<file path="config.mk">
export PLATFORM = sky130hd
export DESIGN_NAME = uart_rx
export DESIGN_NICKNAME = d
export VERILOG_FILES = /design/src/rtl/uart_rx.sv
export SDC_FILE = /design/constraint.sdc
export NUM_CORES = 1
export LEC_CHECK = 0
export CAP_MARGIN = 20
export CORE_MARGIN = 3
export CORE_UTILIZATION = 51
export DETAILED_ROUTE_END_ITERATION = 16
export PLACE_DENSITY = 0.85
export SETUP_SLACK_MARGIN = 0.3
export SLEW_MARGIN = 10
export SYNTH_ARGS = -nofsm -noshare
export SYNTH_HDL_FRONTEND = slang
export SYNTH_SLANG_ARGS = --single-unit
export TNS_END_PERCENT = 10
</file>
<file path="constraint.sdc">
create_clock -name clk -period 2.5 [get_ports clk]
set_clock_uncertainty 0.15 [all_clocks]
set_input_delay 0.25 -clock clk [delete_from_list [all_inputs] [get_ports clk]]
set_output_delay 0.25 -clock clk [all_outputs]
set_load 0.005 [all_outputs]
</file>
<file path="src/rtl/uart_rx.sv">
// 8N1 serial receiver: 2-FF sync, mid-bit start qualify, centre-sampled data, stop check.
// Strobe one cycle after stop-bit centre; no backpressure, rx_data held until next good frame.
`timescale 1ns/1ps
module uart_rx #(
  parameter int CLK_FREQ  = 50000000,
  parameter int BAUD_RATE = 9600
) (
  input  logic       clk,
  input  logic       rst,
  input  logic       rx_serial,
  output logic [7:0] rx_data,
  output logic       rx_valid,
  output logic       frame_err,
  output logic       rx_busy
);

  localparam int BAUD_DIV = CLK_FREQ / BAUD_RATE;
  localparam int HALF_DIV = BAUD_DIV / 2;
  localparam logic [15:0] BAUD_LAST = 16'(BAUD_DIV - 1);
  localparam logic [15:0] HALF_LAST = 16'(HALF_DIV - 1);

  typedef enum logic [1:0] {IDLE, START, DATA, STOP} state_t;

  state_t      state_q, state_d;
  logic [15:0] baud_cnt, baud_d;
  logic [2:0]  bit_cnt, bit_d;
  logic [7:0]  shift_reg, shift_d;
  logic [7:0]  data_d;
  logic        valid_d, err_d;
  logic        s1, rx_sync, rx_prev;
  logic        start_edge;

  // Synchronizer idles high out of reset so no false start edge is seen.
  always_ff @(posedge clk) begin
    if (rst) begin
      s1      <= 1'b1;
      rx_sync <= 1'b1;
      rx_prev <= 1'b1;
    end else begin
      s1      <= rx_serial;
      rx_sync <= s1;
      rx_prev <= rx_sync;
    end
  end

  assign start_edge = rx_prev && !rx_sync;
  assign rx_busy    = (state_q != IDLE);

  always_ff @(posedge clk) begin
    if (rst) begin
      state_q   <= IDLE;
      baud_cnt  <= 16'd0;
      bit_cnt   <= 3'd0;
      shift_reg <= 8'h00;
      rx_data   <= 8'h00;
      rx_valid  <= 1'b0;
      frame_err <= 1'b0;
    end else begin
      state_q   <= state_d;
      baud_cnt  <= baud_d;
      bit_cnt   <= bit_d;
      shift_reg <= shift_d;
      rx_data   <= data_d;
      rx_valid  <= valid_d;
      frame_err <= err_d;
    end
  end

  always_comb begin
    state_d = state_q;
    baud_d  = baud_cnt + 16'd1;
    bit_d   = bit_cnt;
    shift_d = shift_reg;
    data_d  = rx_data;
    valid_d = 1'b0;
    err_d   = 1'b0;
    case (state_q)
      IDLE: begin
        baud_d = 16'd0;
        if (start_edge) state_d = START;
      end
      START: begin
        // A start bit that is high again at mid-bit was a glitch.
        if (baud_cnt == HALF_LAST) begin
          baud_d = 16'd0;
          if (!rx_sync) begin
            state_d = DATA;
            bit_d   = 3'd0;
          end else begin
            state_d = IDLE;
          end
        end
      end
      DATA: begin
        if (baud_cnt == BAUD_LAST) begin
          baud_d  = 16'd0;
          shift_d = {rx_sync, shift_reg[7:1]};
          if (bit_cnt == 3'd7) state_d = STOP;
          else                 bit_d   = bit_cnt + 3'd1;
        end
      end
      STOP: begin
        // Returning to IDLE at stop-bit centre leaves half a bit for the next start edge.
        if (baud_cnt == BAUD_LAST) begin
          baud_d  = 16'd0;
          state_d = IDLE;
          if (rx_sync) begin
            data_d  = shift_reg;
            valid_d = 1'b1;
          end else begin
            err_d   = 1'b1;
          end
        end
      end
      default: begin
        state_d = IDLE;
        baud_d  = 16'd0;
      end
    endcase
  end

endmodule

</file>
Word-level counts from Yosys, hierarchy flattened
Cells that the tools add are included.
{ "totals": {"input_bits": 3, "register_bits": 42, "rom_bits": 0, "out_inout_bits": 11, "elab_cells": 55, "ram_bits": 0, "n_memories": 0, "latchBits": 0} }
{ "classes": {"n_eq_ne": 13, "div": 0, "multipliers": 0, "add_sub_neg": 2, "n_bitwise": 2, "reduce_logical": 11, "shifts": 0, "magnitude_cmp": 0, "n_mux": 17} }
{ "ops": {"columns": ["cell", "count"], "rows": [
  ["$pmux 16 s3", 1],
  ["$mux 16", 2],
  ["$add 16x1->16 const B", 1],
  ["$eq 16x12->1 const B", 1],
  ["$eq 16x13->1 const B", 1],
  ["$ne 2x2->1 const B", 7],
  ["$mux 2", 6],
  ["$mux 3", 4],
  ["$reduce_and 5->1", 2],
  ["$pmux 2 s4", 1],
  ["$pmux 3 s2", 1],
  ["$eq 2x2->1 const B", 2],
  ["$reduce_bool 2->1", 2],
  ["$add 3x1->3 const B", 1],
  ["$eq 3x3->1 const B", 1],
  ["$reduce_and 3->1", 1],
  ["$reduce_or 3->1", 1],
  ["$eq 2x1->1 const B", 1],
  ["$logic_not 2->1", 1],
  ["$mux 1", 2],
  ["$not 1->1", 2],
  ["$reduce_and 2->1", 1],
  ["$reduce_or 2->1", 1],
  ["$logic_and 1x1->1", 1],
  ["$logic_not 1->1", 1]
]} }

Longest topological paths before layout
{ "logic_depth": {"depth_word": 4, "depth_mapped": 7, "ltp_nobuf": 5} }

Worst setup path after synthesis
No wires, ideal clock.
{ "synth_timing": {"path_kind": "flip-flop to flip-flop", "startpoint": "register baud_cnt[0]", "endpoint": "register state_q[0]", "required_time_ns": 2.227, "n_path_buf": 0, "path_stages_with_launch": 6, "arrival_ns": 2.120, "setup_time_ns": 0.123, "path_slack_ns": 0.107, "synth_period_minus_slack_ns": 2.393, "path_cell_list": "dfxtp_1 -> ha_1 -> or4bb_1 -> or4_4 -> a22oi_4 -> mux2_1"} }
{ "synth_via": {"elab_chain_cells": 3, "elab_cells_between_ends": 6, "cone_classes": "5 x eq/ne; 1 x reduce/logical"} }
{ "synth_lines": {"columns": ["element", "line", "text"], "rows": [
  ["start, declared", "25", "logic [15:0] baud_cnt, baud_d;"],
  ["start signal, assigned", "60", "baud_cnt <= baud_d;"],
  ["$eq 16x13->1 or $eq 16x12->1 (tied branches)", "95, 104, 84", null],
  ["$ne 2x2->1 (no line)", null, null],
  ["$reduce_and 5->1 (no line) (*)", null, null],
  ["end signal, assigned", "59", "state_q <= state_d;"],
  ["end, declared", "24", "state_t state_q, state_d;"]
]} }
Mark *: on every way between the ends. The rest lies on a longest branch, timed or not.
A chain may end at the register's enable or synchronous reset.

Worst setup path after layout
Ends and elaborated chain as after synthesis.

==> impl_metrics.py <==
metrics = {
    "status": {
        "outcome": "finished clean",
    },
    "timing": {
        "setup_viol": 0,
        "rsz0062_at_grt": "yes",
        "fin_tns_setup_ps": 0,
        "timing.final.ws_setup_ps": 232.6,
        "min_period_over_period": 0.9070,
        "min_period_ps": 2267,
        "slew_viol_final": 0,
        "slew_headroom": 0.6588,
        "worst_pin_slew_ps": 510.8,
        "fmax_mhz": 441.0,
        "hold_viol_final": 0,
        "fin_hold_ws_ps": 266.0,
    },
    "synthesis": {
        "synth_compound_area_frac": 0.1306,
        "synth-xor-area-share": 0.05003,
        "ys.flop_type": "dfxtp_1",
        "syn_inst": 218,
        "yosys-top-cells-count": "dfxtp_1 (42), nand3_1 (26), nor3_1 (19)",
        "post-synth-top-count-cell": "dfxtp_1",
        "synth_cell_type_count": 41,
        "ys_seq_area_frac": 0.4366,
        "synth_warnings": 0,
        "synth_top_family_by_area": "simple AND/OR/NAND/NOR gates",
        "synthSimpleGateAreaFrac": 0.2976,
        "async_flop_share": 0,
        "yosys.area.top_type": "dfxtp_1",
        "synth_top_area_share": 0.4366,
        "yosys_register_bits": 42,
        "avgSynthCellArea_sq_um": 8.833,
        "synth_fp_nets": 224,
        "synth_area_leaders": "dfxtp_1 (44%), nand3_1 (6.8%), nor3_1 (4.9%)",
        "syn_area_sq_mm": 0.001926,
        "synth-edff-count": 0,
        "synth_mux_area_frac": 0.02209,
        "synth_adder_area_share": 0.01949,
    },
    "clock_tree": {
        "clk_latency_ps": 290,
        "cts_max_path_buffers": 2,
        "h-tree-depth": 2,
        "cts_hold_buf": 0,
        "clk_pin_slew_ps": 80,
        "clock-root-buffer": "clkbuf_8",
        "cts_tree": "done",
        "cts_inserted_buffers": 5,
        "clkSinkCount": 42,
    },
    "layout": {
        "drive_gt1_frac": 0.1595,
        "largest_reg_flops": 16,
        "syn2layout_area_growth_pct": 16.76,
        "n_fill_cell": 309,
        "layout.nets": 237,
        "antenna_cells": 0,
        "post-route-util": 0.6434,
        "final_cells": 278,
    },
    "pwr": {
        "pwr-share-clk": 0.389,
        "p_comb_frac": 0.024,
        "swShare": 0.2108,
        "ir_drop_uv": 426.5,
        "power_frac_seq": 0.587,
        "power.internal_uw": 901.1,
        "switching_power_uw": 240.6,
        "pwr_density_cell_mw_per_mm2": 507.8,
        "leakage_nw": 0.7050,
    },
    "route": {
        "vias": 1649,
        "via_per_inst": 5.932,
        "drc": 0,
        "drt-total-wl_microns": 3913,
        "drt-initial-drc-count": 203,
        "ant_nets": 0,
        "first_pass_iters": 4,
        "wl_per_cell_microns": 14.08,
    },
    "global_route": {
        "antenna_found_initial": 0,
        "grt_pass1_wl_microns": 6693,
        "grt_pass1_vias": 1488,
        "grtUsageTotal": 0.1931,
        "grt-ovfl-total": 0,
        "grt_max_degree": 20,
    },
    "floorplan": {
        "start_util": 0.5510,
        "core_sq_mm": 0.003495,
        "dieArea_sq_mm": 0.004549,
        "ios": 14,
        "num_rows": 21,
        "dieHeight_microns": 67.45,
        "die-width_microns": 67.45,
    },
    "setup_path": {
        "cp_max_fo": 3,
        "cp_slowest_cell": "or4_4",
        "arrival_ps": 2290,
        "worstSetupEndpointType": "flop",
        "start_kind": "flop",
        "cp.required_ps": 2530,
        "slowest_delay_ps": 560,
        "worstPathCellList": "ha_4 > or4bb_1 > or4_4 > a22oi_4 > mux2_4",
        "path_class": "flop to flop",
    },
    "worst_hold_path": {
        "hold_class": "flop to flop",
    },
    "placed_design": {
        "hpwl_microns": 2552,
        "dp_worst_setup_slack_ps": 240.2,
        "place.gp.congestion": 0.8556,
        "dp.cells": 265,
        "port_buffers": 13,
    },
    "job": {
        "drv_cap": 0,
    },
}
[cells by family after synthesis]
logic type / count (synthesis)
XOR/XNOR: 11
AO/OA/AOI/OAI: 43
multiplexers: 4
buffers and inverters: 19
adder cells (fa/ha/maj): 3
flip-flops: 42
AND/OR/NAND/NOR: 96
[routing by layer]
layer,global-route usage,up-vias,wire [microns]
li1,-,829,-
met1,0.2456,770,1770
met2,0.3104,43,1913
met3,0.06489,7,187
met4,0.05570,0,42
met5,0,-,0
[final timing paths]
check	from	endpoint	slack, ps	cells after the start
min reg2reg	s1$_SDFF_PP1_	rx_sync$_SDFF_PP1_	270	1
min	s1$_SDFF_PP1_	rx_sync$_SDFF_PP1_	270	1
max reg2reg	baud_cnt[0]$_SDFF_PP0_	state_q[0]$_SDFFE_PP0P_	230	5
max	baud_cnt[0]$_SDFF_PP0_	state_q[0]$_SDFFE_PP0P_	230	5
[stage by stage]
stage	power, mW	instance area [sq um]
floorplan	0.7059	1941
detailed placement	0.7154	2093
global route	1.193	2248
finish	1.142	2248
CTS	1.154	2202
global placement	0.7149	2093
[layout make-up]
class / count / area [sq um] / share of cell area
Timing Repair Buffer: 24 / 216.5 / 0.09627
Inverter: 1 / 3.754 / 0.001669
Clock inverter: 2 / 12.51 / 0.005565
Clock buffer: 6 / 82.58 / 0.03673
Tap cell: 46 / 57.56 / 0.02560
Multi-Input combinational cell: 157 / 1017 / 0.4524
Sequential cell: 42 / 858.3 / 0.3817
[power by group through the flow]
stage	Combinational (mW)	Clock [mW]	Sequential (mW)
2_1_floorplan	0.0172	0	0.689
3_3_place_gp	0.0258	0	0.689
3_5_place_dp	0.0262	0	0.689
4_1_cts	0.0261	0.456	0.672
5_1_grt	0.0305	0.492	0.671
6_report	0.0273	0.444	0.670
[repair_timing]
action | in CTS | in global routing
setup buffers | 1 | 4
hold endpoints to repair | 0 | 0
resized for setup | 4 | 10
pin swaps | 0 | 4
endpoints found under the setup margin | 34 | 35
[worst max-delay path: cells and delay by family (launching register included)]
family	cells	cell delay, ps
flip-flops	1	360
AND/OR/NAND/NOR	2	960
multiplexers	1	310
adder cells (fa/ha/maj)	1	140
AO/OA/AOI/OAI	1	230
[cell usage in the layout (no fill, tap or decap), types with 6 or more instances in the layout]
| cell type | count |
|---|---|
| a21oi_1 | 17 |
| buf_4 | 10 |
| clkbuf_8 | 6 |
| clkdlybuf4s50_1 | 13 |
| dfxtp_1 | 34 |
| nand2_1 | 6 |
| nand3_1 | 26 |
| nor2_1 | 6 |
| nor3_1 | 19 |
| o21ai_0 | 14 |
| xor2_1 | 7 |
Power figures use the tool's default switching activity.
